`config.mk`:
```
export PLATFORM = sky130hd
export DESIGN_NAME = result_quantizer_flat
export DESIGN_NICKNAME = d
export VERILOG_FILES = /design/src/rtl/result_quantizer_if.sv /design/src/rtl/result_quantizer.sv /design/src/flat_wrapper.sv
export SDC_FILE = /design/constraint.sdc
export NUM_CORES = 1
export LEC_CHECK = 0
export CORE_ASPECT_RATIO = 0.5
export CORE_UTILIZATION = 54
export DETAILED_ROUTE_END_ITERATION = 8
export GPL_TIMING_DRIVEN = 0
export HOLD_SLACK_MARGIN = 0.05
export PLACE_DENSITY_LB_ADDON = 0.05
export SYNTH_ARGS = -nofsm -noshare
export SYNTH_HDL_FRONTEND = slang
export SYNTH_SLANG_ARGS = --single-unit
```
`constraint.sdc`:
```
create_clock -name clock -period 2.79 [get_ports clock]
set_clock_uncertainty 0.15 [all_clocks]
set_input_delay 0.6975 -clock clock [delete_from_list [all_inputs] [get_ports clock]]
set_output_delay 0.6975 -clock clock [all_outputs]
set_load 0.02 [all_outputs]
```
`src/rtl/result_quantizer_if.sv`:
```
// ---------------------------------------------------------------------------
// result_quantizer_if
// Accumulator result stream into result_quantizer.
//   acc_in    : signed accumulator result (ACC_W bits)
//   acc_valid : acc_in valid
//   acc_ready : quantizer accepts acc_in this cycle
// Modports: master = upstream datapath, slave = quantizer.
// ---------------------------------------------------------------------------
interface result_quantizer_if #(
  parameter int ACC_W = 20
);
  logic signed [ACC_W-1:0] acc_in;
  logic                    acc_valid;
  logic                    acc_ready;

  modport master (output acc_in, output acc_valid, input acc_ready);
  modport slave  (input  acc_in, input  acc_valid, output acc_ready);
endinterface

```
`src/rtl/result_quantizer.sv`:
```
// ---------------------------------------------------------------------------
// result_quantizer
// Requantizes signed accumulator results to unsigned 8-bit bytes, packs them
// into 16-byte lines held in two ping-pong buffers, and streams each frame to
// the output store as one unbroken byte-per-cycle StartOut/ResultOut burst.
//
// Ports:
//   clock, reset_n          : clock, async active-low reset
//   frame_start             : 1-cycle pulse, latches frame_lines and shift
//   frame_lines [LINES_W]   : number of 16-byte lines in the frame
//   shift [4]               : arithmetic right shift for requantization
//   acc (slave modport)     : acc_in / acc_valid / acc_ready stream
//   StartOut, ResultOut[8]  : to store StartIn / ResultIn
//   busy                    : frame in progress
//   frame_done              : 1-cycle pulse at frame end
//   underrun                : sticky until next frame_start; frame aborted
//
// Build option: define QUANT_ROUND_EN for round-half-up requantization;
// otherwise a plain truncating arithmetic shift is used.
// ---------------------------------------------------------------------------
module result_quantizer #(
  parameter int ACC_W   = 20,
  parameter int LINES_W = 12
) (
  input  logic               clock,
  input  logic               reset_n,
  input  logic               frame_start,
  input  logic [LINES_W-1:0] frame_lines,
  input  logic [3:0]         shift,
  result_quantizer_if.slave  acc,
  output logic               StartOut,
  output logic [7:0]         ResultOut,
  output logic               busy,
  output logic               frame_done,
  output logic               underrun
);
  localparam logic [1:0] S_IDLE   = 2'd0;
  localparam logic [1:0] S_FILL   = 2'd1;
  localparam logic [1:0] S_STREAM = 2'd2;
  localparam logic [1:0] S_FINISH = 2'd3;

  logic [1:0]           r_state;
  logic [LINES_W-1:0]   r_lines;
  logic [3:0]           r_shift;
  logic [LINES_W+3:0]   r_acc_cnt;    // results accepted this frame
  logic [4:0]           r_wr_cnt;     // [4] = fill buffer, [3:0] = byte slot
  logic [1:0]           r_full;
  logic                 r_q_vld;
  logic [7:0]           r_q_byte;
  logic                 r_rd_sel;
  logic [3:0]           r_rd_idx;     // 0 means "at a line boundary"
  logic [LINES_W-1:0]   r_out_lines;
  logic [1:0][15:0][7:0] r_buf;

  // ---- requantize ----------------------------------------------------------
  // Computed one bit wider than the accumulator so the rounding add cannot wrap.
  logic signed [ACC_W:0] w_ext, w_sum, w_shr;
  logic [7:0]            w_qbyte;

  assign w_ext = {acc.acc_in[ACC_W-1], acc.acc_in};
`ifdef QUANT_ROUND_EN
  logic signed [ACC_W:0] w_rnd;
  assign w_rnd = (r_shift == 4'd0) ? '0 : ((ACC_W+1)'(1) << (r_shift - 4'd1));
  assign w_sum = w_ext + w_rnd;
`else
  assign w_sum = w_ext;
`endif
  assign w_shr   = w_sum >>> r_shift;
  assign w_qbyte = w_shr[ACC_W]         ? 8'h00 :
                   (|w_shr[ACC_W-1:8])  ? 8'hFF : w_shr[7:0];

  // ---- accept --------------------------------------------------------------
  // Target buffer follows the accept count's line parity. A buffer whose last
  // byte is being emitted this cycle may take a new result: the write lands a
  // cycle later, after the read. Without this, sustained input underruns.
  logic w_tgt, w_drain_last, w_ready, w_accept;
  assign w_tgt        = r_acc_cnt[4];
  assign w_drain_last = (r_state == S_STREAM) && (r_rd_idx == 4'hF);
  assign w_ready      = ((r_state == S_FILL) || (r_state == S_STREAM)) &&
                        (r_acc_cnt < {r_lines, 4'b0000}) &&
                        (!r_full[w_tgt] || (w_drain_last && (r_rd_sel == w_tgt)));
  assign w_accept     = w_ready && acc.acc_valid;
  assign acc.acc_ready = w_ready;

  // Line storage carries no reset: occupancy is tracked by r_full.
  always_ff @(posedge clock) begin
    if (r_q_vld) r_buf[r_wr_cnt[4]][r_wr_cnt[3:0]] <= r_q_byte;
  end

  always_ff @(posedge clock or negedge reset_n) begin
    if (!reset_n) begin
      r_state     <= S_IDLE;
      r_lines     <= '0;
      r_shift     <= '0;
      r_acc_cnt   <= '0;
      r_wr_cnt    <= '0;
      r_full      <= '0;
      r_q_vld     <= 1'b0;
      r_q_byte    <= '0;
      r_rd_sel    <= 1'b0;
      r_rd_idx    <= '0;
      r_out_lines <= '0;
      StartOut    <= 1'b0;
      ResultOut   <= '0;
      busy        <= 1'b0;
      frame_done  <= 1'b0;
      underrun    <= 1'b0;
    end else begin
      frame_done <= 1'b0;
      r_q_vld    <= w_accept;
      r_q_byte   <= w_qbyte;
      if (w_accept) r_acc_cnt <= r_acc_cnt + 1'b1;

      // Write side: buffer full on its 16th byte, then filling toggles.
      if (r_q_vld) begin
        r_wr_cnt <= r_wr_cnt + 5'd1;
        if (r_wr_cnt[3:0] == 4'hF) r_full[r_wr_cnt[4]] <= 1'b1;
      end

      case (r_state)
        S_IDLE: begin
          if (frame_start) begin
            underrun <= 1'b0;
            if (frame_lines == '0) begin
              frame_done <= 1'b1;
            end else begin
              r_state     <= S_FILL;
              busy        <= 1'b1;
              r_lines     <= frame_lines;
              r_shift     <= shift;
              r_acc_cnt   <= '0;
              r_wr_cnt    <= '0;
              r_full      <= '0;
              r_q_vld     <= 1'b0;
              r_rd_sel    <= 1'b0;
              r_rd_idx    <= '0;
              r_out_lines <= '0;
            end
          end
        end
        S_FILL: begin
          if (r_full[0]) begin
            StartOut  <= 1'b1;
            ResultOut <= r_buf[0][0];
            r_rd_idx  <= 4'd1;
            r_state   <= S_STREAM;
          end
        end
        S_STREAM: begin
          if (r_rd_idx != 4'd0) begin
            ResultOut <= r_buf[r_rd_sel][r_rd_idx];
            r_rd_idx  <= r_rd_idx + 4'd1;
            if (r_rd_idx == 4'hF) begin
              r_full[r_rd_sel] <= 1'b0;
              r_rd_sel         <= ~r_rd_sel;
              r_out_lines      <= r_out_lines + 1'b1;
            end
          end else if (r_out_lines == r_lines) begin
            StartOut  <= 1'b0;
            ResultOut <= '0;
            r_state   <= S_FINISH;
          end else if (r_full[r_rd_sel]) begin
            ResultOut <= r_buf[r_rd_sel][0];
            r_rd_idx  <= 4'd1;
          end else begin
            // Store rewinds its address on any StartOut gap: abort the frame.
            StartOut  <= 1'b0;
            ResultOut <= '0;
            underrun  <= 1'b1;
            r_state   <= S_FINISH;
          end
        end
        default: begin
          frame_done <= 1'b1;
          busy       <= 1'b0;
          r_state    <= S_IDLE;
        end
      endcase
    end
  end
endmodule

```
`src/flat_wrapper.sv`:
```
// flat-port wrapper written by rule: the top's interface ports become plain ports
module result_quantizer_flat 
#(
  parameter int ACC_W   = 20,
  parameter int LINES_W = 12
)
  (clock, reset_n, frame_start, frame_lines, shift, StartOut, ResultOut, busy, frame_done, underrun, acc_acc_in, acc_acc_valid, acc_acc_ready);
  result_quantizer_if #(.ACC_W(ACC_W)) acc_i ();
  input  logic clock;
  input  logic reset_n;
  input  logic frame_start;
  input  logic [LINES_W-1:0] frame_lines;
  input  logic [3:0] shift;
  output logic StartOut;
  output logic [7:0] ResultOut;
  output logic busy;
  output logic frame_done;
  output logic underrun;
  input wire logic [$bits(acc_i.acc_in)-1:0] acc_acc_in;
  input wire logic [$bits(acc_i.acc_valid)-1:0] acc_acc_valid;
  output wire logic [$bits(acc_i.acc_ready)-1:0] acc_acc_ready;
  assign acc_i.acc_in = acc_acc_in;
  assign acc_i.acc_valid = acc_acc_valid;
  assign acc_acc_ready = acc_i.acc_ready;
  result_quantizer #(.ACC_W(ACC_W), .LINES_W(LINES_W)) u_core (.clock(clock), .reset_n(reset_n), .frame_start(frame_start), .frame_lines(frame_lines), .shift(shift), .acc(acc_i), .StartOut(StartOut), .ResultOut(ResultOut), .busy(busy), .frame_done(frame_done), .underrun(underrun));
endmodule
```
After elaboration in Yosys (flattened, before gate mapping)
Index checks and enable logic that the tools add are counted.

Bits in registers: 335. Input bits: 40. Output and inout bits: 13. Word-level logic and storage cells: 194.

$add $sub $neg: 4. Order comparisons: 9. Equal/unequal tests: 17. Shift operators: 1. Multiplexer cells: 82. Bitwise gates (word level): 6. Reduce and logical (&&, ||, !) cells: 27.

Operators by type and width (number): 2-to-1 mux 128 bit (3); bitwise mux 256 bit (1); demux 128 bit (select 1 bit) (1); 2-to-1 mux 16 bit (4); 2-to-1 mux 8 bit (8); 2-to-1 mux 12 bit (4); binary-select mux 8 bit (select 4 bit) (1); demux 8 bit (select 4 bit) (1); 2-to-1 mux 1 bit (25); 2-to-1 mux 2 bit (12); 2-to-1 mux 4 bit (6); one-hot mux 12 bit (2 select lines) (1); >>> shifter 20 x 4 -> 21 bit (1); 2-to-1 mux 5 bit (4); adder 16 x 1 -> 16 bit, second input constant (1); less-than comparator 16 bit (1); one-hot mux 8 bit (2 select lines) (1); AND reduction 5 bit (3); != test 2 bit, second input constant (7); adder 12 x 1 -> 12 bit, second input constant (1); equality test 12 bit (1); logical NOT 12 bit (1); one-hot mux 4 bit (3 select lines) (1); OR reduction 12 bit (1); 32 further kinds (56).

Depth between registers and ports, before layout
Gate-level depths: netlist of the first run.

Depth in word-level cells: 11. Gate-level depth with buffers: 10. Depth with buffers taken out: 8.

Least setup slack after synthesis of the first run
Ideal clock, no wire load.

Path type: register to register. Start: register u_core.r_rd_idx[1]. End: register u_core.r_state[1]. Library setup time: 0.125 ns. Arrival time: 2.459 ns. Required time: 2.515 ns. Path slack: 0.056 ns. Cell stages (with the launch flop): 10. Buffers on the path: 2. Clock period less this slack: 2.734 ns. Cell sequence: dfrtp_1 > buf_2 > clkinv_1 > buf_1 > ha_1 > or3b_2 > nand2_2 > o221ai_1 > a31oi_1 > mux2_2.

Cells in the longest elaborated chain, start to end: 3.

RTL lines: from (decl) (line result_quantizer.sv:51) `logic [3:0] r_rd_idx; // 0 means "at a line boundary"`; from (signal assigned) (line result_quantizer.sv:152) `r_rd_idx <= r_rd_idx + 4'd1;`; nonzero test 4 bit (line result_quantizer.sv:150) `if (r_rd_idx != 4'd0) begin`; != test 2 bit (no line); AND reduction 5 bit (no line); to (signal assigned) (line result_quantizer.sv:146) `r_state <= S_STREAM;`; to (signal assigned) (line result_quantizer.sv:161) `r_state <= S_FINISH;`; to (signal assigned) (line result_quantizer.sv:170) `r_state <= S_FINISH;`; to (decl) (line result_quantizer.sv:42) `logic [1:0] r_state;`.

Every way passes these cells. A chain may end at the register's enable or synchronous reset.

Final worst setup path of the first run
Start: register u_core.r_acc_cnt[6]. End: output acc_acc_ready.

Cells in the longest elaborated chain, start to end: 3.

RTL lines: from (decl) (line result_quantizer.sv:45) `logic [LINES_W+3:0] r_acc_cnt;`; from (signal assigned) (line result_quantizer.sv:112) `if (w_accept) r_acc_cnt <= r_acc_cnt + 1'b1;`; less-than comparator 16 bit (line result_quantizer.sv:80) `(r_acc_cnt < {r_lines, 4'b0000}) &&`; logical AND 1 bit (line result_quantizer.sv:79) `assign w_ready = ((r_state == S_FILL) || (r_state == S_STREAM)) &&`; logical AND 1 bit (line result_quantizer.sv:80); to (decl) (line flat_wrapper.sv:21) `output wire logic [$bits(acc_i.acc_ready)-1:0] acc_acc_ready;`.

Every way passes these cells.

==> results of run 1 <==
==> logic make-up after synthesis <==
group / Yosys count
AO/OA/AOI/OAI: 163
XOR/XNOR: 27
adder cells (fa/ha/maj): 26
buffers and inverters: 96
flip-flops: 335
multiplexers: 122
AND/OR/NAND/NOR: 290
==> registers in the layout, indices dropped and copies added, names as in the netlist, 2 cells and up <==
name                count
u_core.ResultOut        8
u_core.r_wr_cnt         5
u_core.r_state          2
u_core.r_lines         12
u_core.r_q_byte         8
u_core.r_acc_cnt       16
u_core.r_buf          256
u_core.r_out_lines     12
u_core.r_full           2
u_core.r_rd_idx         4
u_core.r_shift          4
==> power breakdown <==
| part | leakage (nW) | internal [mW] | switching (mW) |
|---|---|---|---|
| registers | 3.30 | 6.39 | 0.855 |
| clock network | 0.463 | 2.30 | 1.83 |
| logic | 2.31 | 2.24 | 3.08 |
==> synthesized netlist by cell type (3+ instances only) <==
cell type,number
a2111oi_0,6
a211oi_1,8
a21oi_1,34
a221o_1,6
a31o_2,5
a31oi_1,7
a32oi_1,5
and2_1,7
and3_1,12
and4_1,3
buf_1,3
buf_2,17
buf_4,6
buf_6,5
clkbuf_1,28
dfrtp_1,79
edfxtp_1,256
ha_1,26
inv_1,35
mux2_2,5
mux2i_1,46
mux4_2,71
nand2_1,99
nand2b_1,7
nand3_1,26
nand3b_1,4
nand4_1,15
nor2_1,72
nor2b_1,5
nor3_1,10
nor3b_1,4
nor4_1,3
o211ai_1,3
o21ai_0,51
o221ai_1,3
o22ai_1,10
or3_1,12
xnor2_1,17
xor2_1,10
==> worst min-delay path by stage <==
stage / from / end / slack [ps] / cells after the start
floorplan: reset_n / u_core.ResultOut[0]$_DFFE_PN0P_ / 250 / 0
global placement: u_core.busy$_DFFE_PN0P_ / u_core.busy$_DFFE_PN0P_ / 340 / 1
detailed placement: u_core.StartOut$_DFFE_PN0P_ / u_core.StartOut$_DFFE_PN0P_ / 360 / 2
CTS: u_core.r_lines[0]$_DFFE_PN0P_ / u_core.r_lines[0]$_DFFE_PN0P_ / 380 / 2
global route: u_core.r_lines[0]$_DFFE_PN0P_ / u_core.r_lines[0]$_DFFE_PN0P_ / 400 / 2
finish: u_core.StartOut$_DFFE_PN0P_ / u_core.StartOut$_DFFE_PN0P_ / 360 / 2
==> layer usage <==
metal	GRT usage	vias to the layer above	wire length, um	part of all wire
li1	-	4261	-	-
met1	0.4316	4929	17730	0.47
met2	0.3888	319	16330	0.44
met3	0.03776	50	2568	0.069
met4	0.05529	0	698	0.019
met5	0	-	0	0
==> tightest hold or removal path: cells and delay by family (launching register included) <==
family           cells  cell delay, ps
flip-flops           1             350
AO/OA/AOI/OAI        1              60
AND/OR/NAND/NOR      1              50
==> stage by stage <==
step / utilization / power [mW]
after floorplan: - / 10.49
after global placement: 0.5867 / 12.23
after detailed placement: 0.5878 / 12.38
after CTS: 0.6278 / 16.64
after global routing: 0.6313 / 17.47
final: 0.6313 / 16.69
==> cell type report <==
class	count	area, um^2	area share
Sequential cell	335	9666	0.5526
Tap cell	382	478.0	0.02732
Timing Repair Buffer	69	666.9	0.03813
Multi-Input combinational cell	628	5263	0.3009
Buffer	59	320.3	0.01831
Clock buffer	42	805.8	0.04607
Clock inverter	11	152.6	0.008727
Inverter	36	140.1	0.008011
==> timing repair <==
action	4_1_cts	5_1_grt
pin swaps	6	4
resized for setup	25	27
setup endpoints to repair	27	106
hold buffers	1	0
setup buffers	10	4
endpoints found under the hold margin	36	0
==> metrics.md, run 1 <==
| Metric | Value |
|---|---|
| Outcome | finished with violations |
| Failing checks | negative setup slack |
| VDD IR-drop max | 0.6303 mV |
| Final TNS setup | -204.4 ps |
| Share of layout cells above drive strength 1 | 0.1805 |
| Critical path arrival | 2150 ps |
| Worst Max-Slew Pin Slew | 1304 ps |
| Synth Area in Compound Gates | 0.07224 |
| Synth Warn # | 0 |
| Die Ht | 120.9 um |
| Syn Area/Cell | 14.41 um^2 |
| GRT Residual Overflow | 0 |
| Routed WL | 37.33 mm |
| Power per cell area | 954.3 mW/mm^2 |
| # DRC | 0 |
| Ys flop type | edfxtp_1 |
| Hold_ws | 358.6 ps |
| Most common cell after layout, fill and taps aside | edfxtp_1 |
| FFs w/ async S/R, synth | 0.2358 |
| Fin cells | 1562 |
| Ports | 53 |
| Num Clock Sinks | 335 |
| Leakage | 6.069 nW |
| Mux contribution to synthesized area | 0.1387 |
| Worst path bufs/invs | 1 |
| Setup ws final | -204.4 ps |
| Area Growth Syn to Fin | 14.64% |
| Post-synth top area cell | edfxtp_1 |
| 1st-iter DRT viols | 1045 |
| Post-synth top area share | 0.5038 |
| Min-delay worst type | register to register |
| Number of hold violations in the final report | 0 |
| CTS Buf Count | 30 |
| Synth Area in Simple Gates | 0.08987 |
| Core area | 0.02771 mm^2 |
| Largest net degree at the start of global routing | 44 |
| Synth Area in Adders | 0.02132 |
| WP depth | 6 |
| Clock Pin Slew Worst Setup and Hold Paths | 70 ps |
| Initial antenna violation count | 0 |
| Vias per inst | 6.120 |
| Post-synthesis net count | 1125 |
| # port buffers | 52 |
| DR pass1 iterations | 5 |
| First-pass GRT wire length | 57.15 mm |
| DR WL/cell | 23.90 um |
| Gr usage total | 0.2683 |
| FMAX | 0.3340 GHz |
| Relative slew slack | 0.1243 |
| Worst reg2reg path startpoint | u_core.r_rd_idx[1]$_DFFE_PN0P_ |
| Worst-path fanout max | 2 |
| R2r setup slk | 80 ps |
| Initial core utilization | 0.5507 |
| Ranking of synthesized cells by area | edfxtp_1 50%, dfrtp_1 13%, mux4_2 10% |
| Reg2reg end | u_core.r_state[1]$_DFFE_PN0P_ |
| Synth unique cells | 70 |
| Nets@finish | 1225 |
| RSZ-0062 raised after global routing | true |
| Commonest cells after routing, fill and taps aside | 256 x edfxtp_1, 99 x nand2_1, 78 x dfrtp_1 |
| Synth Register Bits | 335 |
| Worst Setup End Kind | output pin |
| Root buffer cell | clkbuf_16 |
| EDFF count, synth | 256 |
| Placement Setup Slack | -668.0 ps |
| Largest family of logic cells by synthesized area | multiplexers |
| Crit path to | acc_acc_ready |
| Clock latency on the worst-skew pair | 570 ps |
| Final Critical Period | 2994 ps |
| WP data required | 1940 ps |
| Final Setup Violations | 1 |
| Period utilization | 1.073 |
| Final Wtd Congestion | 0.9153 |
| Total of max-cap violations | 0 |
| Sequential area share after synthesis | 0.6334 |
| Post-Syn Area | 0.01526 mm^2 |
| Die Span X | 239.7 um |
| Filler cells | 2053 |
| Syn Inst Count | 1059 |
| CP max-delay cell | dfrtp_2 |
| Row count | 43 |
| DP Area | 0.01629 mm^2 |
| Final ANT Viol Nets | 0 |
| Cell area after layout | 0.01749 mm^2 |
| Placed cell count | 1494 |
| Detailed Place HPWL | 25.46 mm |
| Via count of the routed design | 9559 |
| R2R depth | 9 |
| CTS Buffer Depth | 3 |
| Die area | 0.02897 mm^2 |
| CP top delay family | compound AO/OA/AOI/OAI gates |
| Worst Setup SP | u_core.r_acc_cnt[6]$_DFF_PN0_ |
| CP Cell Sequence | ha_4, a211oi_2, o21ai_2, a211oi_4, o21a_1, buf_6 |
| CTS tree | done |
| # diodes | 0 |
| Kind of critical path | register to output pin |
| Slew Limit Fails | 0 |
| Crit-path max cell delay | 440 ps |
| Worst Setup Start Kind | register |
| Vias in the first global route | 9554 |
| Synth Area in XOR/XNOR | 0.01550 |
| Htree depth | 1 |
Power figures use the tool's default switching activity.
==> inputs of run 2 (changes only) <==
CORE_MARGIN = 2   (was default)
==> run 2 against run 1 <==
  * The run still ends with negative setup slack left
  * Setup slack worse by 18 ps
  * Critical path depth stayed put
  * Cell area is 0.79% higher
  * Largest cell class unchanged
  * Highest routed layer unchanged
==> metrics.md, run 2 (synthesis results as in run 1) <==
| Metric | Value |
|---|---|
| Cell-internal power | 11.21 mW (+2.6%) |
| Kind of critical path | register to output pin |
| Logic pwr share | 0.317 (about the same) |
| Worst path bufs/invs | 1 (unchanged) |
| Clock latency on the worst-skew pair | 570 ps (about the same) |
| WP depth | 6 (unchanged) |
| Num Clock Sinks | 335 (unchanged) |
| Share of layout cells above drive strength 1 | 0.1921 (+0.01157) |
| Power per cell area | 968.0 mW/mm^2 (+1.4%) |
| Root buffer cell | clkbuf_16 |
| Most common cell after layout, fill and taps aside | edfxtp_1 |
| Final TNS setup | -222.6 ps (-18.27 ps) |
| Cell area after layout | 0.01763 mm^2 (+0.79%) |
| WP data required | 1940 ps (about the same) |
| Failing checks | negative setup slack |
| CTS Buffer Depth | 3 (unchanged) |
| Gr usage total | 0.2641 (-0.004158) |
| Relative slew slack | 0.1164 (-0.007893) |
| Flop pwr share | 0.425 (-0.009) |
| DR WL/cell | 24.50 um (+2.5%) |
| # diodes | 0 (unchanged) |
| FMAX | 0.3319 GHz (-0.61%) |
| Slew Limit Fails | 0 (unchanged) |
| Crit-path max cell delay | 440 ps (about the same) |
| Hold path cells | 2 (unchanged) |
| Vias per inst | 6.242 (+2.0%) |
| DP Area | 0.01629 mm^2 (unchanged) |
| Row count | 43 (unchanged) |
| 1st-iter DRT viols | 976 (-6.6%) |
| Final Setup Violations | 1 (unchanged) |
| Clock power frac | 0.258 (+0.010) |
| Fin util | 0.6351 (+0.003779) |
| # DRC | 0 (unchanged) |
| # port buffers | 52 (unchanged) |
| Final Critical Period | 3013 ps (+18.27 ps) |
| CP max-delay cell | dfrtp_2 |
| Final ANT Viol Nets | 0 (unchanged) |
| Commonest cells after routing, fill and taps aside | 256 x edfxtp_1, 99 x nand2_1, 77 x dfrtp_1 |
| Htree depth | 1 (unchanged) |
| Max FFs per register | 256 (unchanged) |
| VDD IR-drop max | 0.5102 mV (-19%) |
| R2R depth | 9 (unchanged) |
| Area Growth Syn to Fin | 15.55% |
| Via count of the routed design | 9794 (+2.5%) |
| Min-delay worst type | register to register |
| First-pass GRT wire length | 58.25 mm (+1.9%) |
| Worst-path fanout max | 2 (unchanged) |
| Largest net degree at the start of global routing | 46 (+4.5%) |
| Initial core utilization | 0.5496 (-0.001067) |
| CP top delay family | compound AO/OA/AOI/OAI gates |
| Outcome | finished with violations |
| Initial antenna violation count | 0 (unchanged) |
| Number of hold violations in the final report | 0 (unchanged) |
| Nets@finish | 1230 (+0.41%) |
| CTS Buf Count | 30 (unchanged) |
| Worst Setup End Kind | output pin |
| Period utilization | 1.080 (+0.006549) |
| Routed WL | 38.44 mm (+3.0%) |
| Clock Pin Slew Worst Setup and Hold Paths | 60 ps (about the same) |
| Final Wtd Congestion | 0.9120 (-0.36%) |
| Total of max-cap violations | 0 (unchanged) |
| Die Ht | 122.9 um (+1.7%) |
| Die area | 0.02970 mm^2 (+2.5%) |
| Detailed Place HPWL | 26.13 mm (+2.6%) |
| Leakage | 6.127 nW (+0.95%) |
| GRT Residual Overflow | 0 (unchanged) |
| DR pass1 iterations | 6 (+1) |
| CTS tree | done |
| Worst Max-Slew Pin Slew | 1315 ps (+11.75 ps) |
| Critical path arrival | 2170 ps (+20 ps) |
| Worst Setup Start Kind | register |
| Switching share of power | 0.3430 (-0.002400) |
| Core area | 0.02776 mm^2 (+0.19%) |
| Sw Pwr | 5.854 mW (+1.5%) |
| CP Cell Sequence | ha_4, a211oi_2, o21ai_2, a211oi_4, o21a_1, buf_6 |
| Ports | 53 (unchanged) |
| RSZ-0062 raised after global routing | true |
| Vias in the first global route | 9618 (+0.67%) |
| Setup ws final | -222.6 ps (-18.27 ps) |
| Die Span X | 241.7 um (+0.83%) |
run 2: changes by cell type in the layout (fill, tap and decap cells not counted), moves of 2 or more:
cell / change
clkbuf_1: -5
buf_4: +6
clkinv_1: +2
bufinv_16: +3
nor2_1: -2
nor2_2: +2
run 2: tightest hold or removal path, stage by stage, from the launching register on:
cell     delay [ps]
dfrtp_1         350
nand2_1          60
o31ai_1          60
run 2: repair_timing:
action / 4_1_cts / 5_1_grt
pin swaps: 5 / 4
endpoints found under the setup margin: 33 / 95
hold buffers: 1 / 0
setup buffers: 11 / 9
gates resized for setup: 27 / 30
hold endpoints to repair: 34 / 0
run 2: path summary, 6_finish.rpt:
check | slack, ps | from | end
setup / recovery | -220 | u_core.r_acc_cnt[6]$_DFF_PN0_ | acc_acc_ready
hold / removal | 350 | u_core.StartOut$_DFFE_PN0P_ | u_core.StartOut$_DFFE_PN0P_
setup reg to reg | 110 | u_core.r_rd_idx[1]$_DFFE_PN0P_ | u_core.r_state[1]$_DFFE_PN0P_
hold reg to reg | 350 | u_core.StartOut$_DFFE_PN0P_ | u_core.StartOut$_DFFE_PN0P_
max in group asynchronous | 1380 | reset_n | u_core.ResultOut[1]$_DFFE_PN0P_
min in group asynchronous | 490 | reset_n | u_core.r_acc_cnt[15]$_DFF_PN0_
run 2: area by class of cell:
cell class                 count  area (um^2)
multi-input combinational    628         5280
timing repair buffer          74        706.9
clock inverter                18        260.3
clock buffer                  37        777.0
inverter                      36        140.1
tap                          382        478.0
fill                        2133        10130
sequential                   335         9667
buffer                        59        321.6
run 2: through the flow:
step	setup WS [ps]	total power, mW	cells	hold slack (ps)
global route	-282.9	17.84	1569	387.1
floorplan	56.47	10.49	1059	251.9
CTS	-224.2	16.97	1561	364.3
finish	-222.6	17.07	1569	350.1
detailed placement	-709.0	12.40	1494	351.1
global placement	-2124	12.24	1493	344.7
run 2: power groups by stage:
stage	Clock (mW)	Sequential, mW	Combinational (mW)
after floorplan	0	7.03	3.45
after detailed placement	0	7.36	5.04
after CTS	4.45	7.25	5.27
after global routing	4.65	7.34	5.85
final	4.40	7.25	5.41
after global placement	0	7.29	4.95
run 2: routing by layer:
layer	GRT usage	wire length, um	up-vias
met3	0.04199	2896	56
met5	0	0	-
li1	-	-	4290
met2	0.4115	17280	392
met4	0.05826	843	0
met1	0.3979	17420	5056
==> inputs of run 3 (changes only) <==
DONT_BUFFER_PORTS = 1   (was default)
REMOVE_ABC_BUFFERS = 1   (was default)
==> run 3 against run 2 <==
  * Sequential power grew 5.5%
  * Non-clock buffer count shrank 107
  * Critical path type unchanged
  * Cell area shrank 4.3%
  * Routed wire length shrank 7.1%
  * The flow still finishes with violations (negative setup slack)
  * Combinational power shrank 17%
==> metrics.md, run 3 (synthesis results as in run 1) <==
| Metric | Value |
|---|---|
| Vias per inst | 6.204 (-0.61%) |
| CP max-delay cell | dfrtp_2 |
| Final TNS setup | -159.3 ps (+63.31 ps) |
| Row count | 43 (unchanged) |
| Worst path bufs/invs | 0 (-1) |
| Area Growth Syn to Fin | 10.64% |
| Critical path arrival | 2100 ps (-70 ps) |
| DR WL/cell | 24.44 um (-0.23%) |
| First-pass GRT wire length | 54.47 mm (-6.5%) |
| R2r setup slk | 120 ps (about the same) |
| Worst reg2reg path startpoint | u_core.r_q_vld$_DFF_PN0_ |
| Switching share of power | 0.3435 (+0.0004915) |
| Final Critical Period | 2949 ps (-63.31 ps) |
| Htree depth | 1 (unchanged) |
| Num Clock Sinks | 335 (unchanged) |
| R2R depth | 3 (-6) |
| CP top delay family | compound AO/OA/AOI/OAI gates |
| DR pass1 iterations | 6 (unchanged) |
| Min-delay worst type | input port to register |
| CTS Buf Count | 29 (-3.3%) |
| Failing checks | negative setup slack |
| Root buffer cell | clkbuf_16 |
| Core area | 0.02776 mm^2 (unchanged) |
| Nets@finish | 1122 (-8.8%) |
| Worst Setup Start Kind | register |
| Met3 WL | 2.944 mm (+1.7%) |
| Hold Startpoint | shift[0] |
| Worst-path fanout max | 8 (+6) |
| # port buffers | 0 (-100%) |
| Filler cells | 2132 (-0.047%) |
| # diodes | 0 (unchanged) |
| Sw Pwr | 5.628 mW (-3.9%) |
| Flop pwr share | 0.467 (+0.042) |
| # DRC | 0 (unchanged) |
| RSZ-0062 raised after global routing | true |
| Crit-path max cell delay | 440 ps (about the same) |
| Reg2reg end | u_core.r_buf[208]$_DFFE_PP_ |
| Outcome | finished with violations |
| Highest metal used | met4 |
| Leakage | 5.737 nW (-6.4%) |
| Via count of the routed design | 9064 (-7.5%) |
| Met2 WL | 16.05 mm (-7.1%) |
| Cell-internal power | 10.76 mW (-4.1%) |
| Relative slew slack | 0.1211 (+0.004631) |
| Gr usage total | 0.2463 (-0.01787) |
| Final ANT Viol Nets | 0 (unchanged) |
| CP Cell Sequence | ha_4, a211oi_2, o21ai_2, a211oi_4, o21a_4 |
| Most common cell after layout, fill and taps aside | edfxtp_1 |
| Clock latency on the worst-skew pair | 590 ps (+20 ps) |
| Period utilization | 1.057 (-0.02269) |
| Share of layout cells above drive strength 1 | 0.1872 (-0.004870) |
| Ports | 53 (unchanged) |
| Die Ht | 122.9 um (unchanged) |
| DRT met1 WL | 15.97 mm (-8.3%) |
| CTS tree | done |
| Detailed Place HPWL | 22.00 mm (-16%) |
| Clock power frac | 0.259 (about the same) |
| Power per cell area | 970.6 mW/mm^2 (+0.27%) |
| Hold path cells | 2 (unchanged) |
| CTS Buffer Depth | 3 (unchanged) |
| Kind of critical path | register to output pin |
| Hold_ws | 89.30 ps (-260.8 ps) |
| Die area | 0.02970 mm^2 (unchanged) |
| Number of hold violations in the final report | 0 (unchanged) |
| Total of max-cap violations | 0 (unchanged) |
| FMAX | 0.3391 GHz (+2.1%) |
| Commonest cells after routing, fill and taps aside | 256 x edfxtp_1, 99 x nand2_1, 71 x mux4_2 |
| WP data required | 1940 ps (about the same) |
| Routed WL | 35.71 mm (-7.1%) |
| Hold Path End | u_core.r_shift[0]$_DFFE_PN0P_ |
| Initial antenna violation count | 0 (unchanged) |
| Largest net degree at the start of global routing | 80 (+74%) |
| 1st-iter DRT viols | 977 (+0.10%) |
| Vias in the first global route | 9053 (-5.9%) |
| Final Wtd Congestion | 0.8648 (-5.2%) |
| Logic pwr share | 0.273 (-0.044) |
| Power after layout | 16.38 mW (-4.0%) |
| Die Span X | 241.7 um (unchanged) |
| Setup ws final | -159.3 ps (+63.31 ps) |
| Worst Max-Slew Pin Slew | 1308 ps (-6.894 ps) |
| Clock Pin Slew Worst Setup and Hold Paths | 60 ps (about the same) |
| Initial core utilization | 0.5496 (unchanged) |
| Worst Setup End Kind | output pin |
| Max FFs per register | 256 (unchanged) |
| Final Setup Violations | 1 (unchanged) |
| VDD IR-drop max | 0.6179 mV (+21%) |
| GRT Residual Overflow | 0 (unchanged) |
| Slew Limit Fails | 0 (unchanged) |
run 3: worst max path at each step:
stage	cells after the start	to	start
floorplan	4	acc_acc_ready	u_core.r_rd_sel$_DFFE_PN0P_
global placement	5	u_core.ResultOut[3]$_DFFE_PN0P_	u_core.r_rd_sel$_DFFE_PN0P_
detailed placement	6	u_core.r_rd_idx[3]$_DFFE_PN0P_	u_core.r_rd_idx[1]$_DFFE_PN0P_
CTS	5	acc_acc_ready	u_core.r_acc_cnt[6]$_DFF_PN0_
global route	5	acc_acc_ready	u_core.r_acc_cnt[6]$_DFF_PN0_
finish	5	acc_acc_ready	u_core.r_acc_cnt[6]$_DFF_PN0_
run 3: what timing repair did:
action                                  4_1_cts  5_1_grt
hold buffers                                  3        0
endpoints found under the setup margin       56       86
setup buffers                                19        1
pin swaps                                     4        2
hold endpoints to repair                     80        0
resized for setup                            26       15
run 3: routing by layer:
layer / vias to the layer above / global-route usage
li1: 4058 / -
met1: 4628 / 0.3612
met2: 319 / 0.3816
met3: 59 / 0.05948
met4: 0 / 0.04707
met5: - / 0
run 3: power by group through the flow:
stage	Clock [mW]	Combinational (mW)	Sequential, mW
after floorplan	0	2.86	7.46
after global placement	0	3.71	8.04
after detailed placement	0	3.88	7.93
after CTS	4.30	4.43	7.64
after global routing	4.50	4.90	7.77
final	4.25	4.48	7.65
run 3: layout make-up:
type	instances	area, um^2	share of cell area
sequential	335	9688	0.5739
multi-input combinational	628	5269	0.3121
clock buffer	33	740.7	0.04388
tap	382	478.0	0.02831
timing repair buffer	26	316.6	0.01875
clock inverter	21	247.7	0.01468
inverter	36	141.4	0.008375
run 3: worst register-to-register path, cell delays in order (launching register included):
cell     delay, ps
dfrtp_1        590
and2_0         580
nand2_1        210
nor2_1         770
run 3: metrics by stage:
stage	setup slack [ps]	util	std cells	cell area, um^2
finish	-159.3	0.6081	1461	16880
global placement	-3351	0.5558	1381	15430
CTS	-161.0	0.6059	1460	16820
detailed placement	-890.1	0.5589	1384	15510
global route	-243.9	0.6081	1461	16880
floorplan	-1869	-	999	14950
